===== src/rtl/btn_debounce_pkg.sv =====
// Shared definitions for the push-button front end and the button read port.
package btn_debounce_pkg;

  // Number of push buttons on the board (S0..S4).
  localparam int N_BTN_DEF = 5;

  // Memory-mapped address decoded by the button read port.
  localparam logic [31:0] BTN_ADDR = 32'hFFFF_F078;

  // Default debounce window: 20 ms at a 25 MHz board clock.
  localparam int DB_CYCLES_DEF = 500000;

  // Counter width able to hold 0..cycles-1; never narrower than one bit.
  function automatic int cnt_width(input int cycles);
    int w;
    w = $clog2(cycles);
    return (w < 1) ? 1 : w;
  endfunction

endpackage


===== src/rtl/btn_db_cell.sv =====
// One button channel: 2-FF synchroniser, debounce counter, stable level and
// registered press/release pulses.
module btn_db_cell
  import btn_debounce_pkg::*;
#(
  parameter int DB_CYCLES = DB_CYCLES_DEF
) (
  input  logic clk,
  input  logic rst,
  input  logic raw_i,
  output logic stable_o,
  output logic press_o,
  output logic release_o,
  output logic press_next_o
);

  localparam int              CNT_W   = cnt_width(DB_CYCLES);
  localparam logic [CNT_W-1:0] CNT_MAX = CNT_W'(DB_CYCLES - 1);

  logic             s1_q;
  logic             s2_q;
  logic             stable_q;
  logic             stable_d;
  logic [CNT_W-1:0] cnt_q;
  logic [CNT_W-1:0] cnt_d;
  logic             press_q;
  logic             release_q;
  logic             flip_s;

  // Next-state for the debounce counter and the stable level.
  always_comb begin
    cnt_d    = cnt_q;
    stable_d = stable_q;
    flip_s   = 1'b0;
    if (s2_q == stable_q) begin
      cnt_d = '0;
    end else if (cnt_q == CNT_MAX) begin
      flip_s   = 1'b1;
      stable_d = s2_q;
      cnt_d    = '0;
    end else begin
      cnt_d = cnt_q + CNT_W'(1);
    end
  end

  // Synchroniser, counter, stable level and edge pulses; reset clears everything.
  always_ff @(posedge clk) begin
    if (rst) begin
      s1_q      <= 1'b0;
      s2_q      <= 1'b0;
      cnt_q     <= '0;
      stable_q  <= 1'b0;
      press_q   <= 1'b0;
      release_q <= 1'b0;
    end else begin
      s1_q      <= raw_i;
      s2_q      <= s1_q;
      cnt_q     <= cnt_d;
      stable_q  <= stable_d;
      press_q   <= flip_s & s2_q;
      release_q <= flip_s & ~s2_q;
    end
  end

  assign stable_o     = stable_q;
  assign press_o      = press_q;
  assign release_o    = release_q;
  // Press that will appear on press_o at the next edge; lets the latch set in step.
  assign press_next_o = flip_s & s2_q;

endmodule


===== src/rtl/btn_debounce.sv =====
// Push-button front end: per-pin debounce cells plus a sticky press latch that
// a CPU read of the button address clears.
module btn_debounce
  import btn_debounce_pkg::*;
#(
  parameter int N_BTN     = N_BTN_DEF,
  parameter int DB_CYCLES = DB_CYCLES_DEF
) (
  input  logic             clk,
  input  logic             rst,
  input  logic [N_BTN-1:0] button_raw,
  input  logic             rd_clr,
  output logic [N_BTN-1:0] btn_stable,
  output logic [N_BTN-1:0] btn_press,
  output logic [N_BTN-1:0] btn_release,
  output logic [N_BTN-1:0] btn_latched
);

  logic [N_BTN-1:0] press_next_s;
  logic [N_BTN-1:0] latched_q;
  logic [N_BTN-1:0] latched_d;

  for (genvar i = 0; i < N_BTN; i++) begin : g_cell
    btn_db_cell #(
      .DB_CYCLES(DB_CYCLES)
    ) u_cell (
      .clk         (clk),
      .rst         (rst),
      .raw_i       (button_raw[i]),
      .stable_o    (btn_stable[i]),
      .press_o     (btn_press[i]),
      .release_o   (btn_release[i]),
      .press_next_o(press_next_s[i])
    );
  end

  // Latch next-state: a press landing with rd_clr still sets, so no press is lost.
  always_comb begin
    latched_d = (latched_q & ~{N_BTN{rd_clr}}) | press_next_s;
  end

  // Sticky press latch register.
  always_ff @(posedge clk) begin
    if (rst) begin
      latched_q <= '0;
    end else begin
      latched_q <= latched_d;
    end
  end

  assign btn_latched = latched_q;

endmodule

===== config.mk =====
export PLATFORM = sky130hd
export DESIGN_NAME = btn_debounce
export DESIGN_NICKNAME = d
export VERILOG_FILES = /design/src/rtl/btn_debounce_pkg.sv /design/src/rtl/btn_db_cell.sv /design/src/rtl/btn_debounce.sv
export SDC_FILE = /design/constraint.sdc
export NUM_CORES = 1
export LEC_CHECK = 0
export ABC_AREA = 1
export BUFFER_PORTS_ARGS = -buffer_cell sky130_fd_sc_hd__buf_2
export CORE_MARGIN = 2
export CORE_UTILIZATION = 45
export CTS_BUF_LIST = sky130_fd_sc_hd__clkbuf_8
export CTS_CLUSTER_SIZE = 8
export DETAILED_ROUTE_END_ITERATION = 16
export PLACE_DENSITY = 0.7
export SLEW_MARGIN = 10
export SYNTH_ARGS = -nofsm -noshare
export SYNTH_HDL_FRONTEND = slang
export SYNTH_HIERARCHICAL = 1
export SYNTH_SLANG_ARGS = --single-unit

===== constraint.sdc =====
create_clock -name clk -period 1.7 [get_ports clk]
set_clock_uncertainty 0.15 [all_clocks]
set_input_delay 0.085 -clock clk [delete_from_list [all_inputs] [get_ports clk]]
set_output_delay 0.085 -clock clk [all_outputs]
set_load 0.005 [all_outputs]

; Word level (Yosys, flattened, before mapping)
; Index checks and enable logic that the tools add are counted.
[classes]
n_addsub = 5
n_eq_ne = 10
bitwise_logic = 23
mux = 10
reduce_logical = 10
[op_table]
columns = cell, n
row1 = $add A19 B1 Y19 const B, 5
row2 = $eq A19 B19 Y1 const B, 5
row3 = $reduce_or A3 Y1, 5
row4 = $and A1 B1 Y1, 10
row5 = $mux W1, 10
row6 = $not A1 Y1, 10
row7 = $reduce_and A2 Y1, 5
row8 = $and A5 B5 Y5, 1
row9 = $eq A1 B1 Y1, 5
row10 = $not A5 Y5, 1
row11 = $or A5 B5 Y5, 1
[word_totals]
ff_bits = 125
input_bits = 8
out_inout_bits = 20

; Logic depth before layout (Yosys ltp)
; Gate-level depths: netlist of the first run.
[depth]
ltp_word = 5
ltp_mapped = 9

; Cells and area by module
; The synthesis of the first run kept the hierarchy.
[by_module_without_submodules]
columns = module, instances, cells_per_inst, area_each_um2, seq_area_each_um2
row1 = btn_db_cell (g_cell[0].u_cell ...), 4, 175, 1219.9, 480.5
row2 = btn_db_cell (g_cell[2].u_cell), 1, 174, 1224.9, 480.5
row3 = btn_debounce, 1, 21, 166.4, 100.1

; Least setup slack after synthesis of the first run
; OpenSTA, ideal clock, no wires.
[synth_path]
kind = register -> register
from = reg g_cell[2].u_cell.cnt_q[0]
to = reg g_cell[2].u_cell.cnt_q[12]
slack_ns = 0.300
t_required_ns = 1.435
period_less_slack_ns = 1.400
stages_incl_launch_ff = 8
setup_ns = 0.115
arrival_ns = 1.136
path_cell_list = dfxtp_1 ha_1 nand3_2 inv_2 nand3_2 nand2_4 buf_8 nor2_2
[synth_between]
elab_chain_len = 2
word_cells_on_any_way = 3
cone_classes = 1 x add/sub / 1 x eq/ne / 1 x reduce/logical
[synth_rtl]
columns = element, line_no
row1 = from (decl), btn_db_cell.sv:24  ; logic [CNT_W-1:0] cnt_q;
row2 = from (signal assigned), btn_db_cell.sv:58  ; cnt_q <= cnt_d;
row3 = branches (longest 2 deep; another with $add A19 B1 Y19), n/a
; Several ways; the timed one is not identified.
; A chain may end at the register's enable or synchronous reset.

; Final worst setup path of the first run
[layout_path]
from = reg g_cell[1].u_cell.cnt_q[0]
to = reg g_cell[1].u_cell.cnt_q[13]
[layout_between]
elab_chain_len = 2
word_cells_on_any_way = 3
cone_classes = 1 x add/sub / 1 x eq/ne / 1 x reduce/logical
[layout_rtl]
columns = element, line_no
row1 = from (decl), btn_db_cell.sv:24
row2 = from (signal assigned), btn_db_cell.sv:58
row3 = branches (longest 2 deep; another with $add A19 B1 Y19), n/a
; Several ways; the timed one is not identified.

==> impl_metrics.xml, run 1 <==
<?xml version="1.0" encoding="UTF-8"?>
<metrics>
  <group name="timing">
    <metric name="grt_setup_unrepaired" unit="">false</metric>
    <metric name="timing.final.crit_share" unit="%">90.3</metric>
    <metric name="slew_viol_final" unit="">0</metric>
    <metric name="max_freq" unit="MHz">651</metric>
    <metric name="final_period_minus_worst_setup_slack" unit="ns">1.54</metric>
    <metric name="setup-violations-final" unit="">0</metric>
    <metric name="worst-slew-pin-transition" unit="ns">0.451</metric>
    <metric name="post-route-worst-setup-slack" unit="ns">0.165</metric>
    <metric name="setup_tns" unit="ns">0</metric>
    <metric name="timing.slew.headroom" unit="%">70.0</metric>
    <metric name="hold_viol" unit="">0</metric>
  </group>
  <group name="synthesis">
    <metric name="syn_inst" unit="">895</metric>
    <metric name="fraction_of_synthesis_flops_using_an_asynchronous_set_or_reset_pin" unit="%">0</metric>
    <metric name="synth_enable_flop_cells" unit="">0</metric>
    <metric name="ys.warnings.count" unit="">6</metric>
    <metric name="proportion_of_netlist_area_held_by_the_largest_area_contributor" unit="%">39.9</metric>
    <metric name="synth.most_common_cell" unit="">sky130_fd_sc_hd__nand2_1</metric>
    <metric name="synth-main-ff-cell" unit="">sky130_fd_sc_hd__dfxtp_1</metric>
    <metric name="ys_seq_elements" unit="">125</metric>
    <metric name="synthesis.nets" unit="">908</metric>
    <metric name="yosysSeqAreaShare" unit="%">39.9</metric>
    <metric name="synth_top_cells_by_count" unit="">200 x sky130_fd_sc_hd__nand2_1, 152 x sky130_fd_sc_hd__nor2_1, 125 x sky130_fd_sc_hd__dfxtp_1</metric>
    <metric name="yosys-top-cells-area" unit="">sky130_fd_sc_hd__dfxtp_1 40%, sky130_fd_sc_hd__nand2_1 12%, sky130_fd_sc_hd__nor2_1 9.1%</metric>
    <metric name="syn-cell-area" unit="um^2">6270</metric>
    <metric name="synthesis.area_per_instance" unit="um^2">7.01</metric>
    <metric name="synth.distinct_cells" unit="">26</metric>
    <metric name="yosysTopAreaCell" unit="">sky130_fd_sc_hd__dfxtp_1</metric>
  </group>
  <group name="grt">
    <metric name="pin_count_of_the_biggest_net_entering_global_routing" unit="">19</metric>
    <metric name="global_route_wire_length_before_repair" unit="um">21400</metric>
    <metric name="grt.total_usage" unit="%">17.8</metric>
    <metric name="antenna_found_initial" unit="">0</metric>
    <metric name="first_global_vias" unit="">4981</metric>
    <metric name="globalRoute.totalOverflow" unit="">0</metric>
  </group>
  <group name="clocking">
    <metric name="cts_inserted_buffers" unit="">17</metric>
    <metric name="max-clock-path-buffers" unit="">2</metric>
    <metric name="cts_root_buf" unit="">sky130_fd_sc_hd__clkbuf_8</metric>
    <metric name="cts_setup_buffers" unit="">0</metric>
    <metric name="cts_tree" unit="">done</metric>
    <metric name="cts.sinks" unit="">125</metric>
    <metric name="cts.reportedPaths.clkPinSlew" unit="ns">0.07</metric>
    <metric name="clock_tree.htree_level_count" unit="">4</metric>
    <metric name="worst_skew_pair.late_latency" unit="ns">0.44</metric>
  </group>
  <group name="detailed_routing">
    <metric name="detailedRoute.firstIterationViolations" unit="">255</metric>
    <metric name="drt-wirelength-per-cell" unit="um">10.6</metric>
    <metric name="drc" unit="">0</metric>
    <metric name="ant_nets" unit="">0</metric>
    <metric name="drt_first_pass_iters" unit="">5</metric>
    <metric name="routed_wirelength" unit="um">12100</metric>
    <metric name="detailroute.via_count" unit="">5330</metric>
    <metric name="vias_per_cell" unit="">4.68</metric>
  </group>
  <group name="layout">
    <metric name="antenna_cells_inserted" unit="">0</metric>
    <metric name="post-route-cell-area" unit="um^2">7080</metric>
    <metric name="syn2layout_area_growth" unit="%">12.9</metric>
    <metric name="seq_area" unit="um^2">2500</metric>
    <metric name="fraction_of_layout_cells_with_a_size_suffix_above_1" unit="%">19.2</metric>
    <metric name="multi_input_comb_area" unit="um^2">3230</metric>
    <metric name="fillerInstances" unit="">1389</metric>
    <metric name="finish.net_count" unit="">959</metric>
  </group>
  <group name="placed_design">
    <metric name="place_hpwl" unit="um">9110</metric>
    <metric name="final_gp_congestion" unit="">0.905</metric>
    <metric name="buffer_ports.inserted" unit="">27</metric>
    <metric name="preCtsSetupSlack" unit="ns">0.170</metric>
    <metric name="instance_area_after_placement" unit="um^2">6590</metric>
  </group>
  <group name="power_and_ir_drop">
    <metric name="power.share.combinational" unit="%">1.9</metric>
    <metric name="pwr-share-clk" unit="%">46.4</metric>
    <metric name="cell_internal_pwr" unit="mW">4.49</metric>
    <metric name="switching_portion_of_total_power" unit="%">21.3</metric>
    <metric name="power.density" unit="nW/um^2">806</metric>
    <metric name="leakage" unit="nW">2.74</metric>
    <metric name="netSwitchingPower" unit="mW">1.21</metric>
    <metric name="peakVddDrop" unit="uV">517</metric>
    <metric name="sequentialPowerShare" unit="%">51.7</metric>
    <metric name="total_power" unit="mW">5.70</metric>
  </group>
  <group name="critical_path">
    <metric name="largest_fanout_on_the_critical_path" unit="">5</metric>
    <metric name="timing.setup.critical_path_class" unit="">reg -&gt; reg</metric>
    <metric name="cp.arrival" unit="ns">1.71</metric>
    <metric name="timing.critical_path.to_type" unit="">register</metric>
    <metric name="timing.critical_path.required" unit="ns">1.88</metric>
    <metric name="worst_setup_path_start_kind" unit="">register</metric>
    <metric name="r2r_start" unit="">g_cell[1].u_cell/cnt_q[0]$_SDFF_PP0_</metric>
    <metric name="crit_start" unit="">g_cell[1].u_cell/cnt_q[0]$_SDFF_PP0_</metric>
  </group>
  <group name="worst_hold_path">
    <metric name="worst_hold_path_type" unit="">in -&gt; reg</metric>
    <metric name="hold_start" unit="">button_raw[4]</metric>
  </group>
  <group name="die">
    <metric name="io_pins" unit="">28</metric>
    <metric name="floorplan.initialDensity" unit="%">45.7</metric>
    <metric name="core" unit="um^2">13700</metric>
    <metric name="design.die.area" unit="um^2">14900</metric>
    <metric name="die-height" unit="um">122</metric>
    <metric name="fp.dieW" unit="um">122</metric>
    <metric name="placement_rows" unit="">43</metric>
  </group>
  <group name="job">
    <metric name="max_cap_violations" unit="">0</metric>
  </group>
  <group name="outcome">
    <metric name="outcome" unit="">completed</metric>
  </group>
</metrics>
## state kept, by name (all words and copies together) (netlist names)
name                     cells
g_cell.u_cell/cnt_q         95
btn_latched                  5
g_cell.u_cell/press_o        5
g_cell.u_cell/release_o      5
g_cell.u_cell/s1_q           5
g_cell.u_cell/s2_q           5
g_cell.u_cell/stable_o       5
## critical path, stage by stage, from the launching register on
cell and delay (ns):
sky130_fd_sc_hd__dfxtp_1 0.37, sky130_fd_sc_hd__ha_1 0.23, sky130_fd_sc_hd__nand3_2 0.14, sky130_fd_sc_hd__inv_2 0.11, sky130_fd_sc_hd__nand3_1 0.09, sky130_fd_sc_hd__nor2_2 0.15
sky130_fd_sc_hd__nor2_2 0.08, sky130_fd_sc_hd__nand2_1 0.06, sky130_fd_sc_hd__nor2_1 0.04
## worst paths after layout
| kind | end | slack, ns | cells past startpoint |
|---|---|---|---|
| setup / recovery | g_cell[1].u_cell/cnt_q[13]$_SDFF_PP0_ | 0.16 | 8 |
| hold / removal | g_cell[4].u_cell/s1_q$_SDFF_PP0_ | 0.24 | 4 |
| setup reg to reg | g_cell[1].u_cell/cnt_q[13]$_SDFF_PP0_ | 0.16 | 8 |
| hold reg to reg | g_cell[1].u_cell/s2_q$_SDFF_PP0_ | 0.25 | 2 |
## layout make-up
| class | count | share of cell area, % |
|---|---|---|
| clock buffers | 19 | 3.69 |
| clock inverters | 13 | 2.09 |
| inverters | 126 | 6.77 |
| multi-input cells | 639 | 45.7 |
| flip-flops and latches | 125 | 35.4 |
| well taps | 180 | 3.18 |
| repair buffers | 37 | 3.25 |
## routing by layer
metal  global-route usage [%]  share of wire (%)  vias up  wire length, um
li1                         -                  -     2861                -
met1                     21.5                 48     2379             5790
met2                     30.4                 47       75             5710
met3                     4.73                3.5       15              427
met4                     6.25                1.5        0              182
met5                        0                  0        -                0
## power groups by stage
stage / sequential, mW / combinational (mW) / clock [mW]
detailed placement: 3.02 / 0.0969 / 0
floorplan: 3.01 / 0.0625 / 0
global route: 2.95 / 0.122 / 2.86
CTS: 2.95 / 0.111 / 2.72
global placement: 3.02 / 0.0962 / 0
finish: 2.95 / 0.108 / 2.64
## cell families (layout without fill, tap and decap cells)
group / after synthesis / count (layout) / share of synthesized area [%]
simple gates: 539 / 539 / 40.5
buf+inv: 131 / 195 / 8.60
flops: 125 / 125 / 39.9
compound gates: 59 / 59 / 4.95
xor+xnor: 36 / 36 / 5.03
fa+ha+maj: 5 / 5 / 0.998
## repair_timing
item	CTS	global route
hold endpoints to repair	13	0
resized for setup	0	1
hold buffers	8	0
endpoints found under the setup margin	0	1
## per-stage QoR
stage          utilization, %  hold slack, ns  cells
2_1_floorplan               -         0.00407    895
3_3_place_gp             48.0           0.137   1099
3_5_place_dp             48.0           0.143   1099
4_1_cts                  51.6           0.202   1139
5_1_grt                  51.6           0.226   1139
6_report                 51.6           0.237   1139
## placed cells by master, fill, tap and decap left out, drive strengths merged
cell / count
nand2: 229
nor2: 201
dfxtp: 125
inv: 122
nand3: 70
a21oi: 44
xor2: 31
buf: 29
clkbuf: 19
or2: 19
o21ai: 15
clkinv: 12
nand4: 10
dlygate4sd3: 8
nand3b: 5
nor3: 5
xnor2: 5
ha: 5
bufinv: 3
clkinvlp: 2
Note: power is estimated with default switching activity, not from simulation.
==> inputs of run 2 (changes only) <==
--- a/config.mk
+++ b/config.mk
@@ -7,12 +7,12 @@
 export LEC_CHECK = 0
 export ABC_AREA = 1
 export BUFFER_PORTS_ARGS = -buffer_cell sky130_fd_sc_hd__buf_2
-export CORE_MARGIN = 2
 export CORE_UTILIZATION = 45
 export CTS_BUF_LIST = sky130_fd_sc_hd__clkbuf_8
 export CTS_CLUSTER_SIZE = 8
 export DETAILED_ROUTE_END_ITERATION = 16
-export PLACE_DENSITY = 0.7
+export PLACE_DENSITY = 0.69
+export SETUP_SLACK_MARGIN = 0.05
 export SLEW_MARGIN = 10
 export SYNTH_ARGS = -nofsm -noshare
 export SYNTH_HDL_FRONTEND = slang
==> run 2 against run 1 <==
Routed wire length shrank 0.97%. Sequential share of layout area up 0.20 points. Critical path depth fell by 1. Via count is 1.4% lower. Non-clock buffer count is the same. Critical endpoint is now g_cell[3].u_cell/cnt_q[11]$_SDFF_PP0_. Flip-flop and latch count stayed put. Die area down 3.3%. Worst hold slack got worse by 0.015 ns.
==> impl_metrics.xml, run 2 (same netlist as run 1, synthesis figures left out) <==
<?xml version="1.0" encoding="UTF-8"?>
<metrics>
  <group name="timing">
    <metric name="setup-violations-final" unit="">0</metric>
    <metric name="worst-slew-pin-transition" unit="ns">0.331</metric>
    <metric name="slew_viol_final" unit="">0</metric>
    <metric name="worst_hold_slack" unit="ns">0.222</metric>
    <metric name="hold_viol" unit="">0</metric>
    <metric name="post-route-worst-setup-slack" unit="ns">0.157</metric>
    <metric name="timing.slew.headroom" unit="%">77.9</metric>
    <metric name="setup_tns" unit="ns">0</metric>
    <metric name="timing.final.crit_share" unit="%">90.8</metric>
    <metric name="final_period_minus_worst_setup_slack" unit="ns">1.54</metric>
    <metric name="max_freq" unit="MHz">648</metric>
    <metric name="grt_setup_unrepaired" unit="">false</metric>
  </group>
  <group name="detailed_routing">
    <metric name="routed_wirelength" unit="um">12000</metric>
    <metric name="drt_first_pass_iters" unit="">5</metric>
    <metric name="detailroute.via_count" unit="">5255</metric>
    <metric name="drc" unit="">0</metric>
    <metric name="ant_nets" unit="">0</metric>
    <metric name="vias_per_cell" unit="">4.63</metric>
    <metric name="drt-wirelength-per-cell" unit="um">10.6</metric>
    <metric name="detailedRoute.firstIterationViolations" unit="">352</metric>
  </group>
  <group name="power_and_ir_drop">
    <metric name="leakage" unit="nW">2.73</metric>
    <metric name="peakVddDrop" unit="uV">640</metric>
    <metric name="power.density" unit="nW/um^2">779</metric>
  </group>
  <group name="clocking">
    <metric name="clock_tree.htree_level_count" unit="">4</metric>
    <metric name="cts.sinks" unit="">125</metric>
    <metric name="cts_tree" unit="">done</metric>
    <metric name="cts_inserted_buffers" unit="">17</metric>
    <metric name="max-clock-path-buffers" unit="">2</metric>
    <metric name="worst_skew_pair.late_latency" unit="ns">0.44</metric>
    <metric name="cts.reportedPaths.clkPinSlew" unit="ns">0.07</metric>
    <metric name="cts_root_buf" unit="">sky130_fd_sc_hd__clkbuf_8</metric>
  </group>
  <group name="grt">
    <metric name="global_route_wire_length_before_repair" unit="um">20900</metric>
    <metric name="pin_count_of_the_biggest_net_entering_global_routing" unit="">17</metric>
    <metric name="top_usage_layer" unit="">met2</metric>
    <metric name="globalRoute.totalOverflow" unit="">0</metric>
    <metric name="first_global_vias" unit="">4793</metric>
    <metric name="grt_use_met3" unit="%">5.56</metric>
    <metric name="grt.total_usage" unit="%">18.3</metric>
    <metric name="groute.layer.met1.usage" unit="%">23.5</metric>
    <metric name="gr-usage-met2" unit="%">28.8</metric>
    <metric name="antenna_found_initial" unit="">0</metric>
  </group>
  <group name="critical_path">
    <metric name="timing.setup.critical_path_class" unit="">reg -&gt; reg</metric>
    <metric name="worst_path_max_delay_cell" unit="">sky130_fd_sc_hd__dfxtp_1</metric>
    <metric name="cp.arrival" unit="ns">1.72</metric>
    <metric name="timing.critical_path.required" unit="ns">1.88</metric>
    <metric name="worst_setup_path_start_kind" unit="">register</metric>
    <metric name="crit_chain" unit="">ha_2 -&gt; nand3_2 -&gt; inv_2 -&gt; buf_4 -&gt; nand3_2 -&gt; nand2_4 -&gt; nor2_1</metric>
    <metric name="critPathMostFrequentCell" unit="">sky130_fd_sc_hd__nand3_2</metric>
    <metric name="max_stage_delay" unit="ns">0.34</metric>
    <metric name="timing.critical_path.to_type" unit="">register</metric>
    <metric name="largest_fanout_on_the_critical_path" unit="">15</metric>
  </group>
  <group name="placed_design">
    <metric name="numPlacedInstances" unit="">1095</metric>
    <metric name="buffer_ports.inserted" unit="">27</metric>
    <metric name="preCtsSetupSlack" unit="ns">0.183</metric>
    <metric name="final_gp_congestion" unit="">0.827</metric>
    <metric name="place_hpwl" unit="um">8650</metric>
  </group>
  <group name="die">
    <metric name="design.die.area" unit="um^2">14400</metric>
    <metric name="floorplan.initialDensity" unit="%">46.8</metric>
    <metric name="fp.dieW" unit="um">120</metric>
    <metric name="io_pins" unit="">28</metric>
    <metric name="placement_rows" unit="">42</metric>
    <metric name="core" unit="um^2">13400</metric>
    <metric name="die-height" unit="um">120</metric>
  </group>
  <group name="layout">
    <metric name="fraction_of_layout_cells_with_a_size_suffix_above_1" unit="%">19.4</metric>
    <metric name="fillerInstances" unit="">1359</metric>
    <metric name="most-common-layout-cells" unit="">200 x sky130_fd_sc_hd__nand2_1, 152 x sky130_fd_sc_hd__nor2_1, 122 x sky130_fd_sc_hd__dfxtp_1, 116 x sky130_fd_sc_hd__inv_1, 60 x sky130_fd_sc_hd__nand3_1</metric>
    <metric name="layout.cells.most_common" unit="">sky130_fd_sc_hd__nand2_1</metric>
    <metric name="finish.net_count" unit="">959</metric>
    <metric name="largest_register_ff_count" unit="">95</metric>
    <metric name="antenna_cells_inserted" unit="">0</metric>
    <metric name="instances_no_fill" unit="">1135</metric>
    <metric name="syn2layout_area_growth" unit="%">12.4</metric>
    <metric name="max_flop_register" unit="">g_cell.u_cell/cnt_q</metric>
  </group>
  <group name="job">
    <metric name="max_cap_violations" unit="">0</metric>
  </group>
  <group name="outcome">
    <metric name="outcome" unit="">completed</metric>
  </group>
  <group name="worst_hold_path">
    <metric name="worst_hold_path_type" unit="">in -&gt; reg</metric>
  </group>
</metrics>
## run 2: cell count changes in the layout (fill, tap and decap cells not counted), sizes merged
cell,before,now
bufinv,3,2
buf,29,30
clkinvlp,2,1
clkinv,12,9
inv,122,127
dlygate4sd3,8,7
## run 2: layout make-up
type	instances	area (um^2)	area share, %
inverters	126	479	6.80
flip-flops and latches	125	2510	35.6
repair buffers	37	228	3.23
multi-input cells	639	3240	46.0
well taps	176	220	3.12
clock buffers	19	262	3.71
clock inverters	13	110	1.56
## run 2: metal layers
| layer | up-vias | wire, um |
|---|---|---|
| li1 | 2869 | - |
| met1 | 2310 | 6020 |
| met2 | 67 | 5410 |
| met3 | 9 | 445 |
| met4 | 0 | 123 |
| met5 | - | 0 |
## run 2: worst paths after layout
path,startpoint,endpoint,slack [ns],depth (start not counted)
max,g_cell[3].u_cell/cnt_q[1]$_SDFF_PP0_,g_cell[3].u_cell/cnt_q[11]$_SDFF_PP0_,0.16,7
min,button_raw[1],g_cell[1].u_cell/s1_q$_SDFF_PP0_,0.22,4
max reg2reg,g_cell[3].u_cell/cnt_q[1]$_SDFF_PP0_,g_cell[3].u_cell/cnt_q[11]$_SDFF_PP0_,0.16,7
min reg2reg,g_cell[3].u_cell/s1_q$_SDFF_PP0_,g_cell[3].u_cell/s2_q$_SDFF_PP0_,0.25,2
## run 2: metrics by stage
stage | util, % | power [mW] | area [um^2]
after detailed placement | 49.1 | 3.11 | 6580
final | 52.6 | 5.49 | 7050
after floorplan | - | 3.08 | 6270
after global placement | 49.1 | 3.11 | 6580
after CTS | 52.4 | 5.58 | 7020
after global routing | 52.6 | 5.73 | 7050
## run 2: worst max-delay path: cells and delay by family, from the launching register on
family	cells	cell delay [ns]
adder cells (fa/ha/maj)	1	0.20
buffers and inverters	2	0.22
flip-flops	1	0.34
AND/OR/NAND/NOR	4	0.52
## run 2: timing repair
action,4_1_cts,5_1_grt
setup endpoints to repair,0,10
hold buffers,7,0
setup buffers,0,1
resized for setup,0,9
endpoints found under the hold margin,16,0
## run 2: report_power, final
part | switching (mW) | internal [mW]
clock | 1.10 | 1.33
sequential | 0.00665 | 2.94
combinational | 0.0667 | 0.0386
total | 1.18 | 4.32
==> inputs of run 3 (changes only) <==
--- a/config.mk
+++ b/config.mk
@@ -6,13 +6,13 @@
 export NUM_CORES = 1
 export LEC_CHECK = 0
 export ABC_AREA = 1
-export BUFFER_PORTS_ARGS = -buffer_cell sky130_fd_sc_hd__buf_2
 export CORE_UTILIZATION = 45
 export CTS_BUF_LIST = sky130_fd_sc_hd__clkbuf_8
 export CTS_CLUSTER_SIZE = 8
 export DETAILED_ROUTE_END_ITERATION = 16
-export PLACE_DENSITY = 0.69
-export SETUP_SLACK_MARGIN = 0.05
+export DONT_BUFFER_PORTS = 1
+export PLACE_DENSITY = 0.68
+export RECOVER_POWER = 100
 export SLEW_MARGIN = 10
 export SYNTH_ARGS = -nofsm -noshare
 export SYNTH_HDL_FRONTEND = slang
==> run 3 against run 2 <==
Cell area shrank 2.3%. Worst hold slack lost 0.074 ns. Utilization shrank 1.2 points. Highest routed layer unchanged. Largest power group unchanged. Sequential share of layout area grew 0.77 points. Setup slack lost 0.035 ns. Sequential power is essentially flat. Largest cell class unchanged. Clock power grew 11%. Total power grew 4.9%.
==> impl_metrics.xml, run 3 (same netlist as run 1, synthesis figures left out) <==
<?xml version="1.0" encoding="UTF-8"?>
<metrics>
  <group name="outcome">
    <metric name="outcome" unit="">completed</metric>
  </group>
  <group name="die">
    <metric name="core" unit="um^2">13400</metric>
    <metric name="placement_rows" unit="">42</metric>
    <metric name="die-height" unit="um">120</metric>
    <metric name="design.die.area" unit="um^2">14400</metric>
    <metric name="io_pins" unit="">28</metric>
    <metric name="floorplan.initialDensity" unit="%">46.8</metric>
    <metric name="fp.dieW" unit="um">120</metric>
  </group>
  <group name="timing">
    <metric name="post-route-worst-setup-slack" unit="ns">0.122</metric>
    <metric name="grt_setup_unrepaired" unit="">false</metric>
    <metric name="slew_viol_final" unit="">0</metric>
    <metric name="setup_tns" unit="ns">0</metric>
    <metric name="final_period_minus_worst_setup_slack" unit="ns">1.58</metric>
    <metric name="worst_hold_slack" unit="ns">0.148</metric>
    <metric name="hold_viol" unit="">0</metric>
    <metric name="worst-slew-pin-transition" unit="ns">0.301</metric>
    <metric name="timing.final.crit_share" unit="%">92.8</metric>
    <metric name="timing.slew.headroom" unit="%">79.8</metric>
    <metric name="max_freq" unit="MHz">634</metric>
    <metric name="setup-violations-final" unit="">0</metric>
  </group>
  <group name="job">
    <metric name="max_cap_violations" unit="">0</metric>
  </group>
  <group name="clocking">
    <metric name="cts_tree" unit="">done</metric>
    <metric name="cts_inserted_buffers" unit="">17</metric>
    <metric name="clock_tree.htree_level_count" unit="">4</metric>
    <metric name="cts_setup_buffers" unit="">0</metric>
    <metric name="cts.sinks" unit="">125</metric>
    <metric name="cts.reportedPaths.clkPinSlew" unit="ns">0.07</metric>
    <metric name="cts_root_buf" unit="">sky130_fd_sc_hd__clkbuf_8</metric>
    <metric name="worst_skew_pair.late_latency" unit="ns">0.44</metric>
    <metric name="max-clock-path-buffers" unit="">2</metric>
  </group>
  <group name="layout">
    <metric name="largest_register_ff_count" unit="">95</metric>
    <metric name="antenna_cells_inserted" unit="">0</metric>
    <metric name="fillerInstances" unit="">1342</metric>
    <metric name="layout.cells.most_common" unit="">sky130_fd_sc_hd__nand2_1</metric>
    <metric name="final_core_util" unit="%">51.4</metric>
    <metric name="seq_area" unit="um^2">2500</metric>
    <metric name="max_flop_register" unit="">g_cell.u_cell/cnt_q</metric>
    <metric name="finish.net_count" unit="">930</metric>
    <metric name="syn2layout_area_growth" unit="%">9.86</metric>
    <metric name="fraction_of_layout_cells_with_a_size_suffix_above_1" unit="%">14.6</metric>
    <metric name="post-route-cell-area" unit="um^2">6890</metric>
    <metric name="multi_input_comb_area" unit="um^2">3180</metric>
    <metric name="instances_no_fill" unit="">1106</metric>
    <metric name="most-common-layout-cells" unit="">200 x sky130_fd_sc_hd__nand2_1, 167 x sky130_fd_sc_hd__nor2_1, 125 x sky130_fd_sc_hd__dfxtp_1, 112 x sky130_fd_sc_hd__inv_1, 62 x sky130_fd_sc_hd__nand3_1</metric>
  </group>
  <group name="detailed_routing">
    <metric name="routed-wl-met2" unit="um">5510</metric>
    <metric name="route.top_layer_used" unit="">met4</metric>
    <metric name="detailroute.via_count" unit="">5173</metric>
    <metric name="wl_met1" unit="um">5800</metric>
    <metric name="drt-wirelength-per-cell" unit="um">10.9</metric>
    <metric name="vias_per_cell" unit="">4.68</metric>
    <metric name="drt_first_pass_iters" unit="">7</metric>
    <metric name="met3RoutedLength" unit="um">528</metric>
    <metric name="drc" unit="">0</metric>
    <metric name="ant_nets" unit="">0</metric>
    <metric name="routed_wirelength" unit="um">12000</metric>
    <metric name="detailedRoute.firstIterationViolations" unit="">305</metric>
  </group>
  <group name="worst_hold_path">
    <metric name="worst_hold_path_type" unit="">in -&gt; reg</metric>
  </group>
  <group name="critical_path">
    <metric name="timing.setup.critical_path_class" unit="">reg -&gt; reg</metric>
    <metric name="worst_setup_path_start_kind" unit="">register</metric>
    <metric name="largest_fanout_on_the_critical_path" unit="">5</metric>
    <metric name="timing.critical_path.required" unit="ns">1.88</metric>
    <metric name="timing.critical_path.to_type" unit="">register</metric>
    <metric name="cp.arrival" unit="ns">1.76</metric>
    <metric name="timing.reg2reg.setup_slack" unit="ns">0.12</metric>
  </group>
  <group name="power_and_ir_drop">
    <metric name="leakage" unit="nW">2.61</metric>
    <metric name="total_power" unit="mW">5.77</metric>
    <metric name="power.density" unit="nW/um^2">837</metric>
    <metric name="peakVddDrop" unit="uV">601</metric>
  </group>
  <group name="placed_design">
    <metric name="place_hpwl" unit="um">8790</metric>
    <metric name="buffer_ports.inserted" unit="">0</metric>
    <metric name="numPlacedInstances" unit="">1066</metric>
    <metric name="final_gp_congestion" unit="">0.856</metric>
    <metric name="preCtsSetupSlack" unit="ns">0.188</metric>
    <metric name="instance_area_after_placement" unit="um^2">6430</metric>
  </group>
  <group name="grt">
    <metric name="antenna_found_initial" unit="">0</metric>
    <metric name="pin_count_of_the_biggest_net_entering_global_routing" unit="">31</metric>
    <metric name="globalRoute.totalOverflow" unit="">0</metric>
    <metric name="global_route_wire_length_before_repair" unit="um">21100</metric>
    <metric name="first_global_vias" unit="">4936</metric>
    <metric name="grt.total_usage" unit="%">18.3</metric>
  </group>
</metrics>
## run 3: changes by cell type in the layout (fill, tap and decap cells not counted), moves of 2 or more
cell,before,now
sky130_fd_sc_hd__nor2_2,38,24
sky130_fd_sc_hd__dfxtp_1,122,125
sky130_fd_sc_hd__inv_1,116,112
sky130_fd_sc_hd__ha_2,4,0
sky130_fd_sc_hd__dfxtp_2,3,0
sky130_fd_sc_hd__nor2_1,152,167
sky130_fd_sc_hd__clkinv_4,0,2
sky130_fd_sc_hd__ha_1,1,5
sky130_fd_sc_hd__buf_2,27,0
sky130_fd_sc_hd__buf_4,3,0
sky130_fd_sc_hd__nand3_2,10,8
sky130_fd_sc_hd__nand3_1,60,62
## run 3: worst max-delay path, stage by stage (launching register included)
cell                      delay (ns)
sky130_fd_sc_hd__dfxtp_1        0.36
sky130_fd_sc_hd__ha_1           0.21
sky130_fd_sc_hd__nand3_2        0.13
sky130_fd_sc_hd__nor2_1         0.27
sky130_fd_sc_hd__nand3_1        0.13
sky130_fd_sc_hd__xor2_1         0.18
sky130_fd_sc_hd__nor2_2         0.04
## run 3: final timing paths
check                                            start                                     to  depth (start not counted)
setup reg to reg  g_cell[2].u_cell/cnt_q[0]$_SDFF_PP0_  g_cell[2].u_cell/cnt_q[14]$_SDFF_PP0_                          6
hold reg to reg       g_cell[2].u_cell/s1_q$_SDFF_PP0_       g_cell[2].u_cell/s2_q$_SDFF_PP0_                          2
hold / removal                           button_raw[2]       g_cell[2].u_cell/s1_q$_SDFF_PP0_                          3
setup / recovery  g_cell[2].u_cell/cnt_q[0]$_SDFF_PP0_  g_cell[2].u_cell/cnt_q[14]$_SDFF_PP0_                          6
## run 3: timing repair
action                     in CTS  in global routing
hold endpoints to repair      125                  0
resized for setup               0                  2
hold buffers                    8                  0
setup endpoints to repair       0                  2
## run 3: cell type report
cell class	instances	share of cell area, %
Clock inverter	12	2.09
Inverter	126	6.96
Sequential cell	125	36.3
Multi-Input combinational cell	639	46.1
Timing Repair Buffer	8	1.31
Clock buffer	20	4.00
Tap cell	176	3.20
## run 3: power breakdown
group | total, mW | switching (mW) | internal (mW)
registers | 2.95 | 0.00762 | 2.94
clock network | 2.72 | 1.17 | 1.55
logic | 0.0965 | 0.0621 | 0.0345
## run 3: metal layers
metal / up-vias / global-route usage, %
li1: 2800 / -
met2: 86 / 30.4
met5: - / 0
met1: 2274 / 21.9
met3: 13 / 5.66
met4: 0 / 7.27
